--- src/rtl/counter_capture_fifo.sv ---
// First-word-fall-through FIFO that snapshots an upstream counter value on each capture strobe.
// Tracks occupancy and holds a sticky overflow flag whenever a capture is dropped on a full FIFO.
module counter_capture_fifo #(
    parameter int WIDTH  = 4,
    parameter int DEPTH  = 4,
    parameter int ADDR_W = 2
) (
    input  logic              clock,
    input  logic              reset_n,
    input  logic [WIDTH-1:0]  counter_in,
    input  logic              capture,
    input  logic              flush,
    output logic [WIDTH-1:0]  out_data,
    output logic              out_valid,
    input  logic              out_ready,
    output logic [ADDR_W:0]   level,
    output logic              full,
    output logic              empty,
    output logic              overflow
);

    logic [WIDTH-1:0] mem [DEPTH];
    logic [ADDR_W:0]  wr_ptr;
    logic [ADDR_W:0]  rd_ptr;
    logic             do_pop;
    logic             do_write;
    logic             drop;

    // One extra pointer bit tells full from empty when the indices match.
    assign empty = (wr_ptr == rd_ptr);
    assign full  = (wr_ptr[ADDR_W-1:0] == rd_ptr[ADDR_W-1:0]) &&
                   (wr_ptr[ADDR_W] != rd_ptr[ADDR_W]);
    assign level = wr_ptr - rd_ptr;

    // Flush overrides both sides; a pop on a full FIFO frees the slot for a same-cycle write.
    assign do_pop   = ~flush & ~empty & out_ready;
    assign do_write = ~flush & capture & (~full | do_pop);
    assign drop     = ~flush & capture & full & ~do_pop;

    assign out_valid = ~empty;
    assign out_data  = empty ? '0 : mem[rd_ptr[ADDR_W-1:0]];

    // NOTE: storage has no reset; stale entries are never visible because out_data is gated by empty.
    always_ff @(posedge clock) begin
        if (do_write) begin
            mem[wr_ptr[ADDR_W-1:0]] <= counter_in;
        end
    end

    // NOTE: sequential state uses non-blocking assignments so every register samples pre-edge values.
    always_ff @(posedge clock or negedge reset_n) begin
        if (!reset_n) begin
            wr_ptr   <= '0;
            rd_ptr   <= '0;
            overflow <= 1'b0;
        end else if (flush) begin
            wr_ptr   <= '0;
            rd_ptr   <= '0;
            overflow <= 1'b0;
        end else begin
            if (do_write) begin
                wr_ptr <= wr_ptr + 1'b1;
            end
            if (do_pop) begin
                rd_ptr <= rd_ptr + 1'b1;
            end
            if (drop) begin
                overflow <= 1'b1;
            end
        end
    end

endmodule
--- config.mk ---
export PLATFORM = sky130hd
export DESIGN_NAME = counter_capture_fifo
export DESIGN_NICKNAME = d
export VERILOG_FILES = /design/src/rtl/counter_capture_fifo.sv
export SDC_FILE = /design/constraint.sdc
export NUM_CORES = 1
export LEC_CHECK = 0
export CAP_MARGIN = 10
export CORE_UTILIZATION = 45
export DETAILED_ROUTE_END_ITERATION = 8
export GPL_TIMING_DRIVEN = 1
export PLACE_DENSITY = 0.72
export SLEW_MARGIN = 20
export SYNTH_ARGS = -nofsm -noshare
export SYNTH_HDL_FRONTEND = slang
export SYNTH_SLANG_ARGS = --single-unit
--- constraint.sdc ---
create_clock -name clock -period 2.05 [get_ports clock]
set_clock_uncertainty 0.15 [all_clocks]
set_input_delay 0.3075 -clock clock [delete_from_list [all_inputs] [get_ports clock]]
set_output_delay 0.3075 -clock clock [all_outputs]
set_load 0.1 [all_outputs]
After elaboration in Yosys (flattened, before gate mapping)
Memory sizes are Yosys's and may differ from the RTL's. Cells that the tools add are included.

Register bits: 7. RAM bits: 16. Bits of input ports: 9. Output and inout bits: 11. Word-level logic and storage cells: 34. Memories kept: 1.

Add/subtract/negate cells: 3. Equality and inequality tests: 3. Mux-type cells: 9. Bitwise operators: 11. Reduce and logical (&&, ||, !) cells: 4.

Memories: mem (words 4, width 4, read ports 1, clocked after Yosys merged registers in 0, write ports 1, line 22) `logic [WIDTH-1:0] mem [DEPTH];`.

Operators with widths (count): two-way mux 3 bit (4); adder 3 x 1 -> 3 bit (second input constant) (2); bitwise AND 1 bit (6); nonzero test 2 bit (3); two-way mux 1 bit (4); two-way mux 4 bit (1); inverter 1 bit (4); equality test 3 bit (1); subtractor 3 bit (1); equality test 2 bit (1); logical AND 1 bit (1); != test 1 bit (1); bitwise OR 1 bit (1).

Logic depth before layout (Yosys ltp)
Gate-level depths: netlist of run 1.

Depth in word-level cells: 8. Gate-level depth with buffers: 5. Gate-level depth less buffers: 5.

Worst setup path before layout of run 1
No wires, ideal clock.

Kind: flip-flop to output port. From: register rd_ptr[1]. To: output port out_data[0]. Data arrival time: 3.318 ns. Data required time: 1.592 ns. Slack: -1.726 ns. Stages on the path, launching flop included: 6. Buffers on the path: 0. Cells stage by stage: dfrtp_1 -> inv_1 -> ha_1 -> nand2_1 -> nor2_1 -> nor2b_1.

Cells in the longest elaborated chain, start to end: 2. Elaborated cells between the ends (all ways): 3. Classes of those cells: eq/ne: 1; mux: 1; memory: 1.

RTL lines: start, declared (line 24) `logic [ADDR_W:0] rd_ptr;`; start signal, assigned (line 65) `rd_ptr <= rd_ptr + 1'b1;`; equality test 3 bit (line 30) `assign empty = (wr_ptr == rd_ptr);`; net empty (line 18) `output logic empty,`; two-way mux 4 bit (line 41) `assign out_data = empty ? '0 : mem[rd_ptr[ADDR_W-1:0]];`; end, declared (line 13) `output logic [WIDTH-1:0] out_data,`.

The timed path passes the listed nets, and every way through them passes these cells.

Worst setup path after layout of run 1
From: register rd_ptr[0]. To: output port level[1].

Cells in the longest elaborated chain, start to end: 1.

RTL lines: subtractor 3 bit (line 33) `assign level = wr_ptr - rd_ptr;`; end, declared (line 16) `output logic [ADDR_W:0] level,`.

No other way between the ends.

==> flow_results.org, run 1 <==
** Setup path
- Data on the critical path is required at its endpoint by 1.59 ns.
- Worst Path Max Fanout :: 2
- Cell count of the worst reg-to-reg path :: 7
- STA classifies the critical path startpoint as a flip-flop.
- The critical path is of the reg2out type.
- Data arrival, critical path :: 1.74 ns
- STA classifies the critical path endpoint as an output pin.

** Logic synthesis
- Summed over its instances, the top area cell type makes up 39.8% of the synthesized netlist area.
- Adder-cell area share of the yosys netlist :: 8.91%
- After synthesis, the share of cell area in mux cells is 12.0%.
- The synthesized design contains 23 register bits.
- Post-synthesis xor/xnor area fraction :: 1.45%
- Simple-Gate Fraction of Synth Area :: 12.3%
- Number of distinct library cells after synthesis :: 28
- Most frequent cell after synthesis :: sky130_fd_sc_hd__edfxtp_1
- Summing the areas of all compound-gate instances in the mapped netlist gives 6.84% of the synthesized area.
- After synthesis, the largest family of logic cells by area is simple AND/OR/NAND/NOR gates.
- The most used flip-flop cell after synthesis is sky130_fd_sc_hd__edfxtp_1.
- Number of warnings printed during yosys synthesis :: 0
- Post-synthesis instance area :: 1210 um2
- Counting instances in the post-synthesis netlist gives the leading cell types as sky130_fd_sc_hd__edfxtp_1, sky130_fd_sc_hd__inv_1, sky130_fd_sc_hd__dfrtp_1, sky130_fd_sc_hd__ha_1, sky130_fd_sc_hd__nor2_1.
- Sequential cells were found to cover 54.3% of the synthesized design area.
- Counting every instance in the synthesized netlist gives 88.
- Post-synthesis cell type with the largest combined area :: sky130_fd_sc_hd__edfxtp_1
- In this run, synthesis inferred 16 flip-flops with an integrated enable.
- In the synthesized netlist the async set-or-reset flop fraction comes to 30.4%.
- Syn Nets :: 105
- Each instance of the synthesized netlist takes up on average 13.7 um2.
- After synthesis, the cell types taking the most area are sky130_fd_sc_hd__edfxtp_1, sky130_fd_sc_hd__dfrtp_1, sky130_fd_sc_hd__mux4_2.

** Route
- Overall routed net length :: 2780 um
- After detailed routing, the number of remaining DRC violations is 0.
- The first detailed-routing pass took 5 iterations.
- The detailed router finished its first iteration with 18 violations.
- WL/cell :: 16.8 um
- Across all layers, the routed design uses 878 vias.
- Dividing the detail-routed via count by the number of cells gives 5.29.
- The count of nets left with antenna violations once routing finished came out at 0.

** Die
- Die boundary width :: 53.8 um
- The core region is 2500 um2.
- The initialized floorplan defines 18 standard-cell rows.
- Overall die height :: 53.8 um
- 20 I/O pins were placed.
- The initial utilization of the core area, before any placement, comes to 48.3%.
- The die covers 2890 um2.

** Place
- The wire-length estimate of the detail-placed layout is 2080 um.
- Routability-driven placement finished with a final weighted congestion of 0.798.
- Buffers added on ports :: 19

** Power
- Summing internal, switching and leakage power gives 2040 uW.
- Static leakage :: 0.000784 uW
- Register share of total power :: 26.2%
- Internal power comes to 1140 uW.
- The share of total power dissipated in the clock network is 10.7%.
- Logic pwr share :: 63.1%
- The analysis attributes to net switching a power of 903 uW.
- IR analysis of the VDD net gives a maximum drop of 1.10 mV.
- Ratio of total power to cell area :: 1080 nW/um2
- Switching share of power :: 44.2%

** Clock tree
- In this run, post-CTS hold repair placed 0 buffers.
- CTS H-tree lvls :: 1
- Number of buffers added by the clock tree synthesis step :: 3
- CTS max path bufs :: 2
- The clock net in this run drives a total of 23 sinks.
- Clock-pin slew was measured on the worst setup and hold paths at 0.14 ns.
- TritonCTS clock tree :: yes
- The clock reaches the later pin of the worst-skew pair after 0.31 ns.
- The tree is rooted in a sky130_fd_sc_hd__clkbuf_4.

** Layout
- Net count of the finished layout :: 154
- Diodes inserted :: 0
- Area growth from synthesis to layout :: 56.5%
- Fraction of layout instances using a drive strength above 1 :: 54.4%

** Status
- Failing checks :: setup timing
- Outcome :: finished, violations left

** GRT
- Largest net degree at the start of global routing :: 15
- The initial antenna violation count was 0.
- Remaining global-route overflow :: 0
- Global-route wire length before repair :: 4240 um
- The number of global-route vias before repair is 885.
- Total routing usage reported by global routing :: 22.3%

** STA
- The worst path in the final design needs a cycle of 2.20 ns, including I/O delays and setup.
- The count of final max-slew check failures was 0.
- Setup repair after global routing missed its margin :: true
- At the pin with the least slew margin, the transition time is 0.357 ns.
- Slew Limit Headroom :: 76.1%
- Share of the clock period used by the worst path :: 107%
- Final Setup Violations :: 8
- Timing-limited maximum frequency :: 0.454 GHz
- Setup TNS after final layout :: -0.950 ns
- Final setup slack of the worst path :: -0.151 ns
- Endpoints failing hold :: 0

** Flow run
- The tool flagged a number of max-cap violations equal to 0.

** Worst hold path
- The tightest min-delay check is of the in2async type.
-- cell families (layout without fill, tap and decap cells) --
| logic type | Yosys count | count (layout) |
|---|---|---|
| adder cells (fa/ha/maj) | 8 | 8 |
| flip-flops | 23 | 23 |
| AO/OA/AOI/OAI | 9 | 9 |
| buffers and inverters | 11 | 59 |
| multiplexers | 8 | 8 |
| AND/OR/NAND/NOR | 27 | 27 |
| XOR/XNOR | 2 | 2 |
-- layout make-up --
type	instances	area [um2]
clock buffers	3	22.5
clock inverters	1	7.51
fillers	171	611
inverters	8	37.5
multi-input cells	54	609
flip-flops and latches	23	658
well taps	30	37.5
repair buffers	47	517
-- per-layer routing --
metal,track usage (%),routed length [um]
met5,0,0
met3,3.39,113
met2,37.2,1510
met1,28.2,1110
met4,10.1,50
-- flip-flops by register name (all words and copies together), names as in the netlist --
name      count
mem          16
rd_ptr        3
wr_ptr        3
overflow      1
-- worst paths after layout --
check                                   endpoint  slack, ns                  start
setup / recovery                        level[1]      -0.15  rd_ptr[0]$_DFFE_PN0P_
hold / removal             wr_ptr[0]$_DFFE_PN0P_       0.09                reset_n
setup reg to reg           rd_ptr[0]$_DFFE_PN0P_       0.10  rd_ptr[0]$_DFFE_PN0P_
hold reg to reg             overflow$_DFFE_PN0P_       0.37   overflow$_DFFE_PN0P_
max in group asynchronous  rd_ptr[0]$_DFFE_PN0P_       1.37                reset_n
min in group clock          overflow$_DFFE_PN0P_       0.37   overflow$_DFFE_PN0P_
-- worst max-delay path, cell delays in order, from the launching register on --
cell	delay, ns
sky130_fd_sc_hd__dfrtp_2	0.47
sky130_fd_sc_hd__ha_4	0.17
sky130_fd_sc_hd__fa_2	0.54
sky130_fd_sc_hd__clkinvlp_4	0.09
sky130_fd_sc_hd__buf_12	0.17
-- power by group through the flow --
stage | Clock [uW] | Combinational (uW) | Sequential, uW
after floorplan | 0 | 706 | 546
after global placement | 0 | 1110 | 543
after detailed placement | 0 | 1130 | 544
after CTS | 216 | 1250 | 535
after global routing | 239 | 1340 | 538
final | 218 | 1290 | 535
-- metrics by stage --
step | hold slack [ns] | setup slack (ns) | instance area (um2) | utilization [%] | instances
6_report | 0.0939 | -0.151 | 1890 | 75.6 | 166
5_1_grt | 0.110 | -0.217 | 1890 | 75.6 | 166
4_1_cts | 0.116 | -0.164 | 1830 | 73.3 | 162
3_5_place_dp | 0.354 | 0.0402 | 1700 | 68.0 | 150
3_3_place_gp | 0.355 | 0.0747 | 1700 | 68.0 | 150
2_1_floorplan | -0.138 | -0.524 | 1270 | - | 88
-- placed cells by master, fill, tap and decap left out, types with 2 or more instances in the layout --
cell type / n
sky130_fd_sc_hd__buf_4: 24
sky130_fd_sc_hd__edfxtp_1: 16
sky130_fd_sc_hd__buf_12: 10
sky130_fd_sc_hd__clkdlybuf4s50_1: 8
sky130_fd_sc_hd__nor2_1: 6
sky130_fd_sc_hd__ha_1: 5
sky130_fd_sc_hd__dfrtp_1: 5
sky130_fd_sc_hd__buf_6: 5
sky130_fd_sc_hd__inv_1: 4
sky130_fd_sc_hd__mux4_2: 4
sky130_fd_sc_hd__nor2b_4: 4
sky130_fd_sc_hd__clkinvlp_4: 3
sky130_fd_sc_hd__and2_2: 3
sky130_fd_sc_hd__nand2_1: 3
sky130_fd_sc_hd__mux2_4: 3
sky130_fd_sc_hd__clkbuf_4: 3
sky130_fd_sc_hd__inv_2: 2
sky130_fd_sc_hd__and2_4: 2
sky130_fd_sc_hd__o2111ai_1: 2
sky130_fd_sc_hd__nor2b_1: 2
sky130_fd_sc_hd__ha_4: 2
sky130_fd_sc_hd__dfrtp_2: 2
-- repair_timing --
| item | CTS | global route |
|---|---|---|
| cloned | 0 | 0 |
| setup endpoints to repair | 9 | 21 |
| pin swaps | 4 | 3 |
| resized for setup | 12 | 6 |
| setup buffers | 9 | 4 |
(Power assumes the default switching activity.)
==> inputs of run 2 (changes only) <==
- MAX_ROUTING_LAYER: not set -> met4
==> run 2 against run 1 <==
  * The flow still finishes with violations (setup timing)
  * Combinational power about the same
  * Setup slack worse by 0.0012 ns
  * Die area stayed put
  * Sequential share of layout area unchanged
  * Total power down 0.21%
  * Sequential cell count stayed put
==> flow_results.org, run 2 (synthesized netlist as in run 1, its figures left out) <==
** Power
- The highest ir drop seen on vdd is 1.10 mV (-0.45%).
- The leakage power is 0.000784 uW (unchanged).
- Ratio of total power to cell area :: 1080 nW/um2 (-0.21%)

** Setup path
- Nature of the critical path startpoint :: flip-flop
- Top Family by Delay on Critical Path :: adder cells
- Largest stage delay on the critical path :: 0.54 ns (about the same)
- The count of buffering cells on the critical path with inverters included came to 2 (unchanged).
- Setup CP Type :: reg2out
- The register-to-register setup slack came to 0.09 ns (about the same).
- Ordered list of cells on the worst path :: ha_4 > fa_2 > clkinvlp_4 > buf_12
- The data arrival time of the critical path is 1.74 ns (about the same).
- Among all stages on the critical path, the largest delay is contributed by sky130_fd_sc_hd__fa_2.
- Setup crit end kind :: output pin
- Worst Path Max Fanout :: 2 (unchanged)
- Required arrival time at the worst endpoint :: 1.59 ns (about the same)

** Place
- Buffers added on ports :: 19 (unchanged)
- The weighted congestion reported at the end of routability-driven placement came to 0.810 (+1.4%).
- Placed cell count :: 150 (unchanged)
- The half-perimeter wire length after placement is 2080 um (unchanged).
- DP Worst Slack :: 0.0402 ns (unchanged)

** STA
- Share of the clock period used by the worst path :: 107% (about the same)
- Max-slew violations :: 0 (unchanged)
- Tmin final :: 2.20 ns (+0.00119 ns)
- Timing-limited maximum frequency :: 0.454 GHz (about the same)
- Final Setup Violations :: 8 (unchanged)
- Slew Limit Headroom :: 76.3% (+0.19 points)
- The slew at the pin with the worst max-slew slack was 0.354 ns (-0.00290 ns).
- Final setup slack of the worst path :: -0.152 ns (-0.00119 ns)
- Endpoints failing hold :: 0 (unchanged)
- Setup repair after global routing missed its margin :: true

** Clock tree
- The maximum clock path buffer count was 2 (unchanged).
- TritonCTS clock tree :: yes
- CTS H-tree lvls :: 1 (unchanged)
- Post-cts hold buffer count :: 0 (unchanged)
- The total CTS buffers was 3 (unchanged).
- The number of sinks handled by clock tree synthesis is 23 (unchanged).
- Skew-Pair Late Insertion Delay :: 0.31 ns (about the same)
- The clock transition time at the flip-flop clock pins of the worst setup and hold paths came to 0.13 ns (about the same).
- The cell sitting at the root of the clock tree is a sky130_fd_sc_hd__clkbuf_4.

** Die
- The horizontal die dimension was 53.8 um (unchanged).
- The die area is 2890 um2 (unchanged).
- Placeable core region :: 2500 um2 (unchanged)
- Overall die height :: 53.8 um (unchanged)
- Num rows :: 18 (unchanged)
- Ports placed on the boundary :: 20 (unchanged)
- The starting utilization of the core area is 48.3% (unchanged).

** Layout
- The antenna cell count came to 0 (unchanged).
- Commonest non-fill, non-tap cell in the layout :: sky130_fd_sc_hd__buf_4
- Non-filler instance count after layout :: 166 (unchanged)
- In the layout the commonest cells are sky130_fd_sc_hd__buf_4, sky130_fd_sc_hd__edfxtp_1, sky130_fd_sc_hd__buf_12, sky130_fd_sc_hd__clkdlybuf4s50_1, sky130_fd_sc_hd__nor2_1.
- The flip-flop count of the largest register after layout was 16 (unchanged).
- The share of cells above drive strength 1 was 54.4% (unchanged).
- The area growth from synthesis to final layout is 56.5% (unchanged).
- The count of fill cells added during filler insertion is 171 (unchanged).
- Net count of the finished layout :: 154 (unchanged)

** GRT
- Global-route wire length before repair :: 4240 um (-0.16%)
- The overall global routing resource usage was 22.9% (+0.66 points).
- Remaining global-route overflow :: 0 (unchanged)
- Vias in the first global route :: 886 (+0.11%)
- The initial antenna violation count was 0 (unchanged).
- Largest net degree at the start of global routing :: 15 (unchanged)

** Status
- Failing checks :: setup timing
- Outcome :: finished, violations left

** Route
- The wire length per cell was 16.8 um (about the same).
- DR vias :: 871 (-0.80%)
- The count of antenna-violating nets left after detailed routing came to 0 (unchanged).
- The routed wire length was 2780 um (about the same).
- Number of violations reported at the end of detailed-routing iteration 0 :: 12 (-6)
- The detailed-router iteration count before antenna repair came to 4 (-1).
- The DRC violation count after routing came to 0 (unchanged).
- The via density per instance was 5.25 (-0.80%).

** Flow run
- The max-cap violation count came to 0 (unchanged).

** Worst hold path
- The worst hold path belongs to the class in2async.
## run 2: what timing repair did
item	4_1_cts	5_1_grt
setup endpoints to repair	9	21
setup buffers	9	4
pin swaps	4	3
resized for setup	12	6
## run 2: worst paths after layout
| check | startpoint | endpoint | depth (start not counted) |
|---|---|---|---|
| setup / recovery | rd_ptr[0]$_DFFE_PN0P_ | level[1] | 4 |
| hold / removal | reset_n | wr_ptr[0]$_DFFE_PN0P_ | 1 |
| setup reg to reg | rd_ptr[1]$_DFFE_PN0P_ | mem[1][1]$_DFFE_PP_ | 6 |
| hold reg to reg | overflow$_DFFE_PN0P_ | overflow$_DFFE_PN0P_ | 2 |
| max in group asynchronous | reset_n | rd_ptr[0]$_DFFE_PN0P_ | 1 |
| min in group clock | overflow$_DFFE_PN0P_ | overflow$_DFFE_PN0P_ | 2 |
## run 2: through the flow
stage	hold WS [ns]	TNS (ns)	area (um2)	power, uW	util (%)
6_report	0.102	-0.928	1890	2040	75.6
5_1_grt	0.110	-1.47	1890	2120	75.6
4_1_cts	0.116	-0.980	1830	2000	73.3
3_5_place_dp	0.354	0	1700	1670	68.0
3_3_place_gp	0.355	0	1700	1650	68.0
2_1_floorplan	-0.138	-1.84	1270	1250	-
## run 2: final cells by class
class                           instances  area (um2)  share of cell area [%]
Sequential cell                        23         658                    34.8
Timing Repair Buffer                   47         517                    27.4
Multi-Input combinational cell         54         609                    32.3
Inverter                                8        37.5                    1.99
Clock inverter                          1        7.51                   0.397
Tap cell                               30        37.5                    1.99
Clock buffer                            3        22.5                    1.19
## run 2: metal layers
metal  global-route usage, %  vias up  wire [um]
met3                    3.39        2        122
li1                        -      409          -
met2                    37.2       26       1550
met5                       -        -          0
met1                    28.2      434       1090
met4                    10.1        0         24
## run 2: worst reg2reg max path, stage by stage (launching register included)
cell and delay, ns:
sky130_fd_sc_hd__dfrtp_2 0.44, sky130_fd_sc_hd__inv_2 0.08, sky130_fd_sc_hd__ha_4 0.20, sky130_fd_sc_hd__and2_4 0.17
sky130_fd_sc_hd__a311oi_1 0.26, sky130_fd_sc_hd__buf_4 0.17, sky130_fd_sc_hd__and2_1 0.21
## run 2: power by group
group          switching [uW]  internal [uW]
clock network             140           74.3
registers                16.1            520
logic                     743            545
==> inputs of run 3 (changes only) <==
- CORE_MARGIN: not set -> 2
==> run 3 against run 2 <==
  * The run still ends with setup timing left
  * Maximum frequency shrank 1.0%
  * Count of clock-buffer cells in the layout did not move
  * First-iteration DRC count up 83%
  * Sequential cell count stayed put
  * Die area grew 7.6%
  * Core utilization fell by 2.3 points
  * Final cell count down 4.2%
  * Critical endpoint is now empty
==> flow_results.org, run 3 (synthesized netlist as in run 1, its figures left out) <==
** Status
- Outcome :: finished, violations left
- Failing checks :: setup timing

** GRT
- Remaining global-route overflow :: 0 (unchanged)
- The number of global-route vias before repair came to 908 (+2.5%).
- Met3 Resource Use GR :: 3.26% (-0.13 points)
- Largest net degree at the start of global routing :: 15 (unchanged)
- Initial antenna violation count :: 0 (unchanged)
- After global routing, the most crowded layer is met2.
- The first-pass GRT wire length is 4420 um (+4.4%).
- The overall global routing resource usage is 19.7% (-3.2 points).
- Met2 Usage GRT :: 31.8% (-5.4 points)
- Global Route met1 Usage :: 24.6% (-3.6 points)

** Route
- WL/cell :: 17.3 um (+3.2%)
- First drt pass iteration count :: 4 (unchanged)
- Post-DRT Antenna Nets :: 0 (unchanged)
- Via/cell ratio :: 5.15 (-1.8%)
- The total via count in the routed design is 819 (-6.0%).
- Overall routed net length :: 2750 um (-1.2%)
- The DRC violation count after routing is 0 (unchanged).
- Number of violations reported at the end of detailed-routing iteration 0 :: 22 (+10)

** STA
- The achievable frequency came to 0.450 GHz (-1.0%).
- Tmin final :: 2.22 ns (+0.0222 ns)
- The final number of hold-violating endpoints came to 0 (unchanged).
- The tightest hold margin came to 0.0998 ns (-0.00185 ns).
- Final setup slack of the worst path :: -0.174 ns (-0.0222 ns)
- Final Setup Violations :: 8 (unchanged)
- The slew at the pin with the worst max-slew slack was 0.369 ns (+0.0143 ns).
- Slew Limit Headroom :: 75.4% (-0.96 points)
- Max-slew violations :: 0 (unchanged)
- Setup repair after global routing missed its margin :: true
- The final cycle utilization of the critical path came to 108% (+1.1 points).

** Layout
- The area growth from synthesis to layout is 51.7%.
- Number of flip-flops under the largest register name :: 16 (unchanged)
- The count of fill cells added during filler insertion is 175 (+2.3%).
- The number of nets in the finished design is 147 (-4.5%).
- The multi-input gate area in the final layout is 601 um2 (-1.4%).
- The final instance area is 1830 um2 (-3.0%).
- The antenna cell count came to 0 (unchanged).
- Commonest cells after routing, fill and taps aside :: sky130_fd_sc_hd__edfxtp_1, sky130_fd_sc_hd__buf_4, sky130_fd_sc_hd__buf_12, sky130_fd_sc_hd__clkdlybuf4s50_1
- Fraction of layout instances using a drive strength above 1 :: 53.5% (-0.92 points)
- Sequential cell area :: 658 um2 (unchanged)

** Power
- Static leakage :: 0.000752 uW (-4.1%)
- Switching power :: 893 uW (-0.65%)
- Switching share of power :: 44.7% (+0.58 points)
- Register share of total power :: 26.8% (+0.5 points)
- The share of power burned in combinational logic is 62.2% (-1.0 points).
- Ratio of total power to cell area :: 1090 nW/um2 (+1.1%)
- The total design power is 2000 uW (-1.9%).
- Internal power :: 1100 uW (-3.0%)
- Part of the power in the clock network :: 11.0% (+0.5 points)
- The highest ir drop seen on vdd is 0.853 mV (-22%).

** Clock tree
- Post-cts hold buffer count :: 0 (unchanged)
- TritonCTS built the clock tree.
- CTS max path bufs :: 2 (unchanged)
- The number of sinks handled by clock tree synthesis came to 23 (unchanged).
- The clock transition time at the flip-flop clock pins of the worst setup and hold paths was 0.13 ns (about the same).
- Skew-Pair Late Insertion Delay :: 0.31 ns (about the same)
- CTS H-tree lvls :: 1 (unchanged)
- Clock tree root driver cell :: sky130_fd_sc_hd__clkbuf_4
- The total CTS buffers was 3 (unchanged).

** Setup path
- The worst setup path is launched from a flip-flop.
- On the critical path, the stage with the largest delay is an instance of sky130_fd_sc_hd__dfrtp_2.
- Critical path startpoint :: rd_ptr[0]$_DFFE_PN0P_
- In this run the critical register-to-register path is launched from rd_ptr[0]$_DFFE_PN0P_.
- Worst Path Max Fanout :: 5 (+3)
- STA classifies the critical path endpoint as an output pin.
- Most frequent cell on the critical path :: sky130_fd_sc_hd__buf_6
- The data required time of the worst path is 1.59 ns (about the same).
- Traced cell by cell, the critical path runs through ha_4 > buf_6 > nand2_4 > nor2_4 > buf_6 > buf_6 > buf_12.
- The longest individual stage delay on the worst path is 0.47 ns (-0.07 ns).
- Data arrival, critical path :: 1.77 ns (+0.03 ns)
- The critical path is of the reg2out type.

** Place
- The post-placement setup slack is 0.0136 ns (-0.0265 ns).
- The half-perimeter wire length after placement is 2050 um (-1.4%).
- Placed Area :: 1690 um2 (-0.44%)
- Final weighted congestion in routability-driven placement :: 0.830 (+2.6%)
- Buffers added on ports :: 19 (unchanged)

** Die
- The standard-cell row count was 18 (unchanged).
- The count of boundary I/O pins is 20 (unchanged).
- Initial standard-cell utilization of the core :: 48.3% (unchanged)
- The horizontal die dimension came to 55.8 um (+3.7%).
- Overall die height :: 55.8 um (+3.7%)
- The die area was 3110 um2 (+7.6%).
- Placeable core region :: 2500 um2 (unchanged)

** Flow run
- The max-cap violation count came to 0 (unchanged).

** Worst hold path
- HP Class :: in2async
## run 3: cell types whose count changed in the layout (fill, tap and decap cells not counted)
cell | previous run | this run
sky130_fd_sc_hd__buf_4 | 24 | 16
sky130_fd_sc_hd__and2_1 | 1 | 0
sky130_fd_sc_hd__and2_4 | 2 | 3
sky130_fd_sc_hd__buf_6 | 5 | 6
sky130_fd_sc_hd__inv_1 | 4 | 3
sky130_fd_sc_hd__inv_2 | 2 | 3
sky130_fd_sc_hd__xor2_2 | 1 | 2
sky130_fd_sc_hd__xor2_4 | 1 | 0
## run 3: metrics by stage
step	util, %	setup TNS, ns	cells
2_1_floorplan	-	-1.84	88
3_3_place_gp	67.7	0	149
3_5_place_dp	67.7	0	149
4_1_cts	72.5	-1.15	158
5_1_grt	73.3	-1.52	159
6_report	73.3	-1.12	159
## run 3: repair_timing
| item | 4_1_cts | 5_1_grt |
|---|---|---|
| pin swaps | 4 | 1 |
| endpoints found under the setup margin | 9 | 25 |
| gates resized for setup | 13 | 7 |
| buffers inserted | 6 | 1 |
## run 3: final timing paths
kind                                               to  slack (ns)  depth (start not counted)
worst max-delay path                            empty       -0.17                          7
worst min-delay path            rd_ptr[2]$_DFFE_PN0P_         0.1                          1
worst max register to register    mem[2][2]$_DFFE_PP_        0.10                          5
worst min register to register   overflow$_DFFE_PN0P_        0.39                          2
max in group asynchronous       rd_ptr[1]$_DFFE_PN0P_        1.37                          1
min in group clock               overflow$_DFFE_PN0P_        0.39                          2
## run 3: metal layers
| metal | up-vias | part of all wire [%] |
|---|---|---|
| met4 | 0 | 2.2 |
| met3 | 8 | 3.6 |
| met1 | 389 | 44 |
| li1 | 398 | - |
| met5 | - | 0 |
| met2 | 24 | 50 |
## run 3: worst max-delay path: cells and delay by family (launching register included)
family | cells | cell delay, ns
buffers and inverters | 4 | 0.53
DFF | 1 | 0.47
adders and majority gates | 1 | 0.28
and+or+nand+nor | 2 | 0.17
## run 3: final cells by class
class                      instances  area share, %
multi-input combinational         54           32.8
sequential                        23           35.9
tap                               30           2.05
timing repair buffer              40           25.5
clock inverter                     1          0.410
inverter                           8           2.05
clock buffer                       3           1.23
## run 3: power by group through the flow
stage                     Sequential (uW)  Clock [uW]  Combinational (uW)
after global placement                542           0                1100
after floorplan                       546           0                 706
after global routing                  538         238                1280
after detailed placement              544           0                1120
after CTS                             534         217                1230
final                                 536         219                1240
